### src/rtl/kyber_pkg.sv
// kyber_pkg: constants and types shared by the polynomial datapath blocks.
// Holds the frame size, coefficient width, accumulator sizing and the
// encoder state enum.
package kyber_pkg;

    localparam int KYBER_N = 256;
    localparam int COEFF_W = 12;
    // Up to 7 pending bits plus one 12-bit coefficient: 19 bits of fill.
    localparam int ACC_W   = 20;
    localparam int FILL_W  = 5;

    typedef logic [COEFF_W-1:0] coeff_t;

    typedef enum logic {
        ACCEPT = 1'b0,
        FLUSH  = 1'b1
    } enc_state_e;

    // Mask selecting the low d bits of a coefficient.
    function automatic coeff_t coeff_mask(input int d);
        coeff_t m;
        for (int i = 0; i < COEFF_W; i++) begin
            m[i] = (i < d);
        end
        return m;
    endfunction

endpackage

### src/rtl/poly_byte_encode_if.sv
// poly_byte_encode_if: coefficient-in / byte-out handshake bundle for the
// byte encoder. The encoder uses the slave modport; the producer/consumer
// side uses master.
interface poly_byte_encode_if;
    import kyber_pkg::*;

    coeff_t      coeff_i;
    logic        coeff_valid;
    logic        coeff_ready;
    logic [7:0]  byte_o;
    logic        byte_valid;
    logic        byte_ready;
    logic        byte_last;
    logic        frame_done;

    modport master (
        output coeff_i, coeff_valid, byte_ready,
        input  coeff_ready, byte_o, byte_valid, byte_last, frame_done
    );

    modport slave (
        input  coeff_i, coeff_valid, byte_ready,
        output coeff_ready, byte_o, byte_valid, byte_last, frame_done
    );

endinterface

### src/rtl/enc_bit_accum.sv
// enc_bit_accum: bit accumulator for the byte encoder. Masked coefficients
// are OR-inserted above the pending bits; whole bytes shift out of the
// bottom. Load and shift are never requested together.
module enc_bit_accum
    import kyber_pkg::*;
#(
    parameter int D = 12
) (
    input  logic              clk,
    input  logic              reset,
    input  logic              i_load,
    input  coeff_t            i_bits,
    input  logic              i_shift,
    output logic [7:0]        o_byte,
    output logic [FILL_W-1:0] o_fill
);

    logic [ACC_W-1:0]  r_acc;
    logic [FILL_W-1:0] r_fill;

    // Insert a coefficient above the pending bits, or retire the low byte.
    always_ff @(posedge clk) begin
        if (reset) begin
            r_acc  <= '0;
            r_fill <= '0;
        end else if (i_load) begin
            r_acc  <= r_acc | (ACC_W'(i_bits) << r_fill);
            r_fill <= r_fill + FILL_W'(D);
        end else if (i_shift) begin
            r_acc  <= r_acc >> 8;
            r_fill <= r_fill - FILL_W'(8);
        end
    end

    assign o_byte = r_acc[7:0];
    assign o_fill = r_fill;

endmodule

### src/rtl/poly_byte_encode.sv
// poly_byte_encode: streams 256 coefficients in, packs their low D bits
// LSB-first and emits 32*D bytes per frame over a valid/ready interface.
// Optional macro ENCODE_RANGE_CHECK_EN adds the sticky range_err port,
// flagging accepted coefficients with bits set above D-1.
module poly_byte_encode
    import kyber_pkg::*;
#(
    parameter int D = 12
) (
    input  logic               clk,
    input  logic               reset,
    poly_byte_encode_if.slave  enc
`ifdef ENCODE_RANGE_CHECK_EN
    ,
    output logic               range_err
`endif
);

    localparam coeff_t            D_MASK     = coeff_mask(D);
    localparam int                N_BYTES    = 32 * D;
    localparam logic [8:0]        N_CNT      = 9'(KYBER_N);
    localparam logic [8:0]        LAST_COEFF = 9'(KYBER_N - 1);
    localparam logic [8:0]        LAST_BYTE  = 9'(N_BYTES - 1);
    localparam logic [FILL_W-1:0] FILL_BYTE  = FILL_W'(8);

    enc_state_e        r_state;
    logic [8:0]        r_coeff_cnt;
    logic [8:0]        r_byte_cnt;
    logic              r_frame_done;

    logic [7:0]        w_acc_lo;
    logic [FILL_W-1:0] w_fill;
    logic              w_coeff_ready;
    logic              w_byte_valid;
    logic              w_accept;
    logic              w_emit;
    logic              w_last_byte;
    coeff_t            w_bits;

    // Handshake qualifiers come from registered fill/counters only.
    assign w_coeff_ready = (w_fill < FILL_BYTE) && (r_coeff_cnt < N_CNT);
    assign w_byte_valid  = (w_fill >= FILL_BYTE);
    assign w_accept      = enc.coeff_valid && w_coeff_ready;
    assign w_emit        = w_byte_valid && enc.byte_ready;
    assign w_last_byte   = (r_byte_cnt == LAST_BYTE);
    assign w_bits        = enc.coeff_i & D_MASK;

    enc_bit_accum #(
        .D (D)
    ) u_accum (
        .clk     (clk),
        .reset   (reset),
        .i_load  (w_accept),
        .i_bits  (w_bits),
        .i_shift (w_emit),
        .o_byte  (w_acc_lo),
        .o_fill  (w_fill)
    );

    // Frame FSM: count coefficients in ACCEPT, drain and close the frame in FLUSH.
    always_ff @(posedge clk) begin
        if (reset) begin
            r_state      <= ACCEPT;
            r_coeff_cnt  <= '0;
            r_byte_cnt   <= '0;
            r_frame_done <= 1'b0;
        end else begin
            r_frame_done <= 1'b0;
            if (w_emit) begin
                r_byte_cnt <= w_last_byte ? 9'd0 : r_byte_cnt + 9'd1;
            end
            case (r_state)
                ACCEPT: begin
                    if (w_accept) begin
                        r_coeff_cnt <= r_coeff_cnt + 9'd1;
                        if (r_coeff_cnt == LAST_COEFF) begin
                            r_state <= FLUSH;
                        end
                    end
                end
                FLUSH: begin
                    if (w_emit && w_last_byte) begin
                        r_coeff_cnt  <= '0;
                        r_frame_done <= 1'b1;
                        r_state      <= ACCEPT;
                    end
                end
                default: r_state <= ACCEPT;
            endcase
        end
    end

    assign enc.coeff_ready = w_coeff_ready;
    assign enc.byte_valid  = w_byte_valid;
    assign enc.byte_o      = w_acc_lo;
    assign enc.byte_last   = w_byte_valid && w_last_byte;
    assign enc.frame_done  = r_frame_done;

`ifdef ENCODE_RANGE_CHECK_EN
    logic r_range_err;

    // Sticky flag for any accepted coefficient carrying bits above D-1.
    always_ff @(posedge clk) begin
        if (reset) begin
            r_range_err <= 1'b0;
        end else if (w_accept && (|(enc.coeff_i & ~D_MASK))) begin
            r_range_err <= 1'b1;
        end
    end

    assign range_err = r_range_err;
`endif

endmodule
### src/flat_wrapper.sv
// flat-port wrapper written by rule: the top's interface ports become plain ports
module poly_byte_encode_flat import kyber_pkg::*;
#(
    parameter int D = 12
)
  (clk, reset, enc_coeff_i, enc_coeff_valid, enc_byte_ready, enc_coeff_ready, enc_byte_o, enc_byte_valid, enc_byte_last, enc_frame_done);
  poly_byte_encode_if enc_i ();
  input  logic clk;
  input  logic reset;
  input wire logic [$bits(enc_i.coeff_i)-1:0] enc_coeff_i;
  input wire logic [$bits(enc_i.coeff_valid)-1:0] enc_coeff_valid;
  input wire logic [$bits(enc_i.byte_ready)-1:0] enc_byte_ready;
  output wire logic [$bits(enc_i.coeff_ready)-1:0] enc_coeff_ready;
  output wire logic [$bits(enc_i.byte_o)-1:0] enc_byte_o;
  output wire logic [$bits(enc_i.byte_valid)-1:0] enc_byte_valid;
  output wire logic [$bits(enc_i.byte_last)-1:0] enc_byte_last;
  output wire logic [$bits(enc_i.frame_done)-1:0] enc_frame_done;
  assign enc_i.coeff_i = enc_coeff_i;
  assign enc_i.coeff_valid = enc_coeff_valid;
  assign enc_i.byte_ready = enc_byte_ready;
  assign enc_coeff_ready = enc_i.coeff_ready;
  assign enc_byte_o = enc_i.byte_o;
  assign enc_byte_valid = enc_i.byte_valid;
  assign enc_byte_last = enc_i.byte_last;
  assign enc_frame_done = enc_i.frame_done;
  poly_byte_encode #(.D(D)) u_core (.clk(clk), .reset(reset), .enc(enc_i));
endmodule
### config.mk
export PLATFORM = sky130hd
export DESIGN_NAME = poly_byte_encode_flat
export DESIGN_NICKNAME = d
export VERILOG_FILES = /design/src/rtl/kyber_pkg.sv /design/src/rtl/poly_byte_encode_if.sv /design/src/rtl/enc_bit_accum.sv /design/src/rtl/poly_byte_encode.sv /design/src/flat_wrapper.sv
export SDC_FILE = /design/constraint.sdc
export NUM_CORES = 1
export LEC_CHECK = 0
export BUFFER_PORTS_ARGS = -buffer_cell sky130_fd_sc_hd__buf_4
export CAP_MARGIN = 15
export CORE_MARGIN = 3
export CORE_UTILIZATION = 35
export DETAILED_ROUTE_END_ITERATION = 7
export PLACE_DENSITY_LB_ADDON = 0.15
export SLEW_MARGIN = 5
export SYNTH_ARGS = -nofsm -noshare
export SYNTH_HDL_FRONTEND = slang
export SYNTH_SLANG_ARGS = --single-unit
### constraint.sdc
create_clock -name clk -period 1.98 [get_ports clk]
set_clock_uncertainty 0.1 [all_clocks]
set_input_delay 0 -clock clk [delete_from_list [all_inputs] [get_ports clk]]
set_output_delay 0 -clock clk [all_outputs]
set_load 0.02 [all_outputs]
After elaboration in Yosys (flattened, before gate mapping)

Cells that the tools add are included.

Bits in registers: 45
Input port bits: 16

Add/sub/neg operators: 4
Order comparisons: 3
Equality and inequality tests: 4
Shifts and indexed selects: 1
Multiplexer cells: 13
Bitwise operators: 2
Reductions and logical operators: 8

Operators with widths:

| kind                  | count |
|---|---|
| $mux W20              | 2 |
| $mux W9               | 3 |
| $or A20 B20 Y20       | 1 |
| $shl A12 B5 Y20       | 1 |
| $add A9 B1 Y9 const B | 2 |
| $pmux W9 S2           | 1 |
| $mux W5               | 2 |
| $eq A9 B8 Y1 const B  | 1 |
| $eq A9 B9 Y1 const B  | 1 |
| $lt A9 B9 Y1 const B  | 1 |
| $add A5 B4 Y5 const B | 1 |
| $ge A5 B4 Y1 const B  | 1 |
| $logic_and A1 B1 Y1   | 5 |
| $lt A5 B4 Y1 const B  | 1 |
| $sub A5 B4 Y5 const B | 1 |
| $mux W1               | 4 |
| $ne A2 B2 Y1 const B  | 2 |
| $pmux W1 S2           | 1 |
| $reduce_and A2 Y1     | 1 |
| $reduce_bool A2 Y1    | 1 |
| $reduce_or A2 Y1      | 1 |
| $not A1 Y1            | 1 |

Logic depth before layout (Yosys ltp)

Depth after elaboration: 5
Gate-level depth with buffers: 9
Depth with buffers taken out: 7

Modules after synthesis

A second synthesis with hierarchy kept.

Cell total of the unflattened synthesis: 253
Area total of the unflattened synthesis: 2244.7 sq um

By module, submodules not included:

| module           | times used | cells an instance | area each (sq um) | sequential area each (sq um) |
|---|---|---|---|---|
| enc_bit_accum    | 1          | 138               | 1246.2            | 460.4 |
| poly_byte_encode | 1          | 115               | 998.5             | 400.4 |

Worst setup path after synthesis

Ideal clock, no wire load.

Path kind: reg-to-reg
From: register u_core.u_accum.r_fill[3] (netlist: u_core.u_accum.o_fill[3])
To: register u_core.u_accum.r_acc[12]
Data arrival time: 1726 ps
Setup slack: 32 ps
Cell stages (with the launch flop): 10
Buffers on the path: 3
Path through: dfxtp_1 -> buf_6 -> inv_1 -> ha_1 -> nor2b_1 -> buf_4 -> and2_1 -> buf_4 -> nor2_1 -> a221o_1

Cells in the longest elaborated chain, start to end: 4
Elaborated cells between the ends (all ways): 9
Classes of those cells: 2 x order compare; 1 x shift; 1 x mux; 1 x bitwise; 4 x reduce/logical

RTL lines:

| what                                                  | RTL line               | RTL |
|---|---|---|
| start: declaration                                    | enc_bit_accum.sv:19    | `logic [FILL_W-1:0] r_fill;` |
| start signal: assignment                              | enc_bit_accum.sv:28    | `r_fill <= r_fill + FILL_W'(D);` |
| start signal: assignment                              | enc_bit_accum.sv:31    | `r_fill <= r_fill - FILL_W'(8);` |
| $lt A5 B4 Y1                                          | poly_byte_encode.sv:41 | `assign w_coeff_ready = (w_fill < FILL_BYTE) && (r_coeff_cnt < N_CNT);` |
| $logic_and A1 B1 Y1                                   | poly_byte_encode.sv:41 |  |
| $logic_and A1 B1 Y1                                   | poly_byte_encode.sv:43 | `assign w_accept = enc.coeff_valid && w_coeff_ready;` |
| $mux W20 / $reduce_bool A2 Y1 (equally long branches) | n/a                    |  |
| end signal: assignment                                | enc_bit_accum.sv:27    | `r_acc <= r_acc \| (ACC_W'(i_bits) << r_fill);` |
| end signal: assignment                                | enc_bit_accum.sv:30    | `r_acc <= r_acc >> 8;` |
| end: declaration                                      | enc_bit_accum.sv:18    | `logic [ACC_W-1:0] r_acc;` |

Several ways; a longest one is shown, not always the timed one.
A chain may end at the register's enable or synchronous reset.

Worst setup path after layout

From: register u_core.r_byte_cnt[0]
To: register u_core.r_coeff_cnt[0]

Cells in the longest elaborated chain, start to end: 4

RTL lines:

| what                        | RTL line               | RTL |
|---|---|---|
| start: declaration          | poly_byte_encode.sv:28 | `logic [8:0] r_byte_cnt;` |
| start signal: assignment    | poly_byte_encode.sv:70 | `r_byte_cnt <= w_last_byte ? 9'd0 : r_byte_cnt + 9'd1;` |
| $eq A9 B9 Y1                | poly_byte_encode.sv:45 | `assign w_last_byte = (r_byte_cnt == LAST_BYTE);` |
| $logic_and A1 B1 Y1         | poly_byte_encode.sv:82 | `if (w_emit && w_last_byte) begin` |
| $ne A2 B2 Y1 (no line)      | n/a                    |  |
| $reduce_and A2 Y1 (no line) | n/a                    |  |
| end signal: assignment      | poly_byte_encode.sv:75 | `r_coeff_cnt <= r_coeff_cnt + 9'd1;` |
| end: declaration            | poly_byte_encode.sv:27 | `logic [8:0] r_coeff_cnt;` |

No other way between the ends.

==> summary.txt <==
Timing
  • Fin crit share: 0.928
  • RSZ-0062 raised after global routing: no
  • Final hold viol count: 0
  • Final Setup Violations: 0
  • PnR worst setup slack: 0.143 ns
  • Max Clock Freq: 544 MHz
  • Min cycle time layout: 1.84 ns
  • Max-slew headroom: 0.739
  • Final TNS setup: 0 ns
  • Worst-margin pin slew: 0.391 ns
  • Pins Over Slew Limit: 0

Detailed routing
  • Drt pass-1 iters: 4
  • Via density: 5.20
  • DRT iter0 DRCs: 67
  • Avg WL per Cell: 14.2 um
  • Routed wire length: 5.15 mm
  • Max Used Layer: met4
  • Vias: 1891
  • Met2 wire length: 2.35 mm
  • Met3 wire length: 188 um
  • Remaining antenna violation count: 0
  • Met1 wire length: 2.56 mm
  • DRC Markers: 0

Clock tree
  • CTS Buf Count: 5
  • Worst-path clk slew: 0.09 ns
  • Clock latency on the worst-skew pair: 0.29 ns
  • CTS tree: done
  • Clock sinks: 43
  • Clk root buf: clkbuf_8
  • H-tree depth: 2
  • Max Root-Sink Buffers: 2

Global route
  • All-Layer GR Usage: 0.146
  • Largest net degree at the start of global routing: 35
  • Grt ovf: 0
  • Initial antenna violation count: 0
  • First-pass GRT wire length: 8.66 mm
  • Vias in the first global route: 1803

Critical path
  • CP arrival: 1.93 ns
  • RR Endpoint: u_core.r_coeff_cnt[0]$_SDFFE_PP0P_
  • Worst path top cell family by delay: simple AND/OR/NAND/NOR gates
  • Max FO, Critical Path: 5
  • FF-to-FF setup slack: 0.14 ns
  • Data required, critical path: 2.07 ns
  • WP buf/inv: 1
  • Reg-to-Reg Start: u_core.r_byte_cnt[0]$_SDFFE_PP0P_
  • Worst Reg-to-Reg Cells: 6
  • Slowest cell on the critical path: or4b_2
  • CP Launch Type: flop
  • Crit path capture type: flop
  • WS Path Type: reg2reg
  • Max incr delay on CP: 0.63 ns
  • Worst-path cell chain: ha_2 > nand4b_1 > nor4_4 > buf_4 > or4b_2 > o41ai_1

Flow run
  • MaxCap Viol Count: 0

Place
  • Dpl ws: 0.0605 ns
  • Post-Place Cells: 345
  • Area post-placement: 0.00249 mm^2
  • HPWL Detailed: 3.72 mm
  • Global placer's final weighted congestion: 0.819
  • IO Port Bufs: 27

Logic synthesis
  • Synthesized flop and latch total: 43
  • Syn_nets: 275
  • Gate Count Post-Synth: 253
  • Post-synth cell types: 50
  • Seq/Total Area, Yosys: 0.384
  • Mean area per synthesized cell: 8.87 um^2
  • Ys async rst share: 0
  • Synth warnings: 0
  • Synth Flop Type: dfxtp_1
  • EDFF count, synth: 0
  • Mapped Area: 0.00224 mm^2

Final layout
  • # diodes: 0
  • Post-route cell area: 0.00270 mm^2
  • FF+latch area: 861 um^2
  • Final nets: 310
  • Layout cell share with drive strength beyond 1: 0.204
  • Area growth from synthesis to layout: 20.5%
  • Area of the multi-input gates: 0.00124 mm^2
  • FILL cells: 631
  • Post-Layout Cell Count: 364

Power and ir drop
  • Pwr Total: 3450 uW
  • Sequential share of power: 0.356
  • Psw: 1360 uW
  • Logic pwr share: 0.487
  • Sw frac: 0.393
  • Pint: 2090 uW
  • Clock network power share: 0.157
  • Pwr Density: 1280 mW/mm^2
  • Worst vdd ir: 629 uV
  • LEAKAGE: 0.00107 uW

Die
  • Die footprint: 0.00741 mm^2
  • Chip Height: 86.1 um
  • Initial Util: 0.370
  • Core Area: 0.00606 mm^2
  • I/O pins: 28
  • # rows: 28
  • Die X-Extent: 86.1 um

Hold path
  • WHS Path Cells: 4
  • Hold path startpoint: enc_coeff_i[4]
  • Hold Crit Endpoint: u_core.u_accum.r_acc[12]$_SDFFE_PP0P_
  • Hold Crit Class: in2reg

Status
  • Status: finished, final reports clean
worst min-delay path: stages:
cell and delay (ns):
buf_4 0.09, mux2i_1 0.09, nor2_1 0.10, a221o_1 0.10
kinds of logic after synthesis:
logic type                 after synthesis  synth area share
DFF                                     43             0.384
AOI/OAI and AO/OA                       53             0.172
and+or+nand+nor                        102             0.247
adders and majority gates                6            0.0335
muxes                                   13            0.0602
xor gates and xnor gates                 9            0.0351
buffers and inverters                   27            0.0686
flip-flops by register name (all words and copies together), names as in the netlist:
signal / count
u_core.r_byte_cnt: 9
u_core.u_accum.o_fill: 3
u_core.u_accum.r_acc: 20
u_core.r_state: 1
u_core.enc.frame_done: 1
u_core.r_coeff_cnt: 9
placed cells by master, fill, tap and decap left out, drive strengths merged, types with 4 or more instances in the layout:
| cell | instances |
|---|---|
| dfxtp | 43 |
| buf | 40 |
| nor2 | 32 |
| nor3 | 26 |
| nand2 | 10 |
| dlygate4sd3 | 10 |
| mux2i | 9 |
| a21oi | 8 |
| o21ai | 8 |
| xnor2 | 7 |
| a22oi | 7 |
| clkbuf | 7 |
| ha | 6 |
| inv | 5 |
| nand3 | 5 |
| a211oi | 5 |
| nor2b | 4 |
| a221o | 4 |
| o22ai | 4 |
| mux2 | 4 |
| nor3b | 4 |
how the worst max path moves through the flow:
stage,from,cells after the start,slack [ns],end
global placement,u_core.u_accum.o_fill[3]$_SDFFE_PP0P_,6,0.1,u_core.u_accum.r_acc[14]$_SDFFE_PP0P_
CTS,u_core.u_accum.o_fill[4]$_SDFFE_PP0P_,6,0.05,u_core.u_accum.r_acc[12]$_SDFFE_PP0P_
global route,u_core.u_accum.o_fill[3]$_SDFFE_PP0P_,6,0.002,u_core.r_coeff_cnt[0]$_SDFFE_PP0P_
detailed placement,u_core.u_accum.o_fill[3]$_SDFFE_PP0P_,6,0.06,u_core.u_accum.r_acc[12]$_SDFFE_PP0P_
floorplan,u_core.u_accum.o_fill[3]$_SDFFE_PP0P_,9,0.03,u_core.u_accum.r_acc[12]$_SDFFE_PP0P_
finish,u_core.r_byte_cnt[0]$_SDFFE_PP0P_,6,0.14,u_core.r_coeff_cnt[0]$_SDFFE_PP0P_
per-stage QoR:
stage                     hold WS [ns]   util
after floorplan                 0.0379      -
after global placement           0.151  0.412
after detailed placement         0.150  0.412
after CTS                      0.00618  0.442
after global routing            0.0490  0.446
final                           0.0125  0.446
power by group through the flow:
stage / sequential, uW / clock [uW] / combinational, uW
after floorplan: 1210 / 0 / 1280
after global placement: 1240 / 0 / 1640
after detailed placement: 1250 / 0 / 1650
after CTS: 1230 / 564 / 1670
after global routing: 1260 / 600 / 1860
final: 1230 / 543 / 1680
routing by layer:
layer,track usage,vias up
li1,-,990
met1,0.199,866
met2,0.231,30
met3,0.0288,5
met4,0.0446,0
met5,0,-
what timing repair did:
item                                    in CTS  in global routing
setup buffers                                0                  1
hold buffers                                10                  0
resized for setup                            0                  4
endpoints found under the setup margin       0                  7
hold endpoints to repair                     8                  0
area by class of cell:
type                       count  area share
clock buffer                   7      0.0282
inverter                       5     0.00694
timing repair buffer          50       0.150
multi-input combinational    183       0.460
tap                           75      0.0347
sequential                    43       0.319
clock inverter                 1     0.00185
cells in the mapped netlist, types with 3 or more instances:
cell / number / area [um^2]
nor3b_1: 4 / 30.0
nor2_1: 32 / 120
a21oi_1: 8 / 40.0
or3_1: 3 / 18.8
and3_1: 3 / 18.8
buf_2: 3 / 15.0
mux2_2: 4 / 45.0
nor2b_1: 4 / 25.0
mux2i_1: 9 / 90.1
ha_1: 6 / 75.1
xnor2_1: 7 / 61.3
buf_4: 11 / 82.6
dfxtp_1: 43 / 861
clkbuf_1: 7 / 26.3
nor3_1: 24 / 120
a211oi_1: 5 / 37.5
inv_1: 5 / 18.8
a22o_1: 3 / 26.3
a221o_1: 4 / 40.0
o22ai_1: 4 / 25.0
nand3_1: 5 / 25.0
a22oi_1: 7 / 52.6
o2bb2ai_1: 3 / 26.3
o21ai_0: 8 / 40.0
nand2_1: 10 / 37.5
Note: power is estimated with default switching activity, not from simulation.
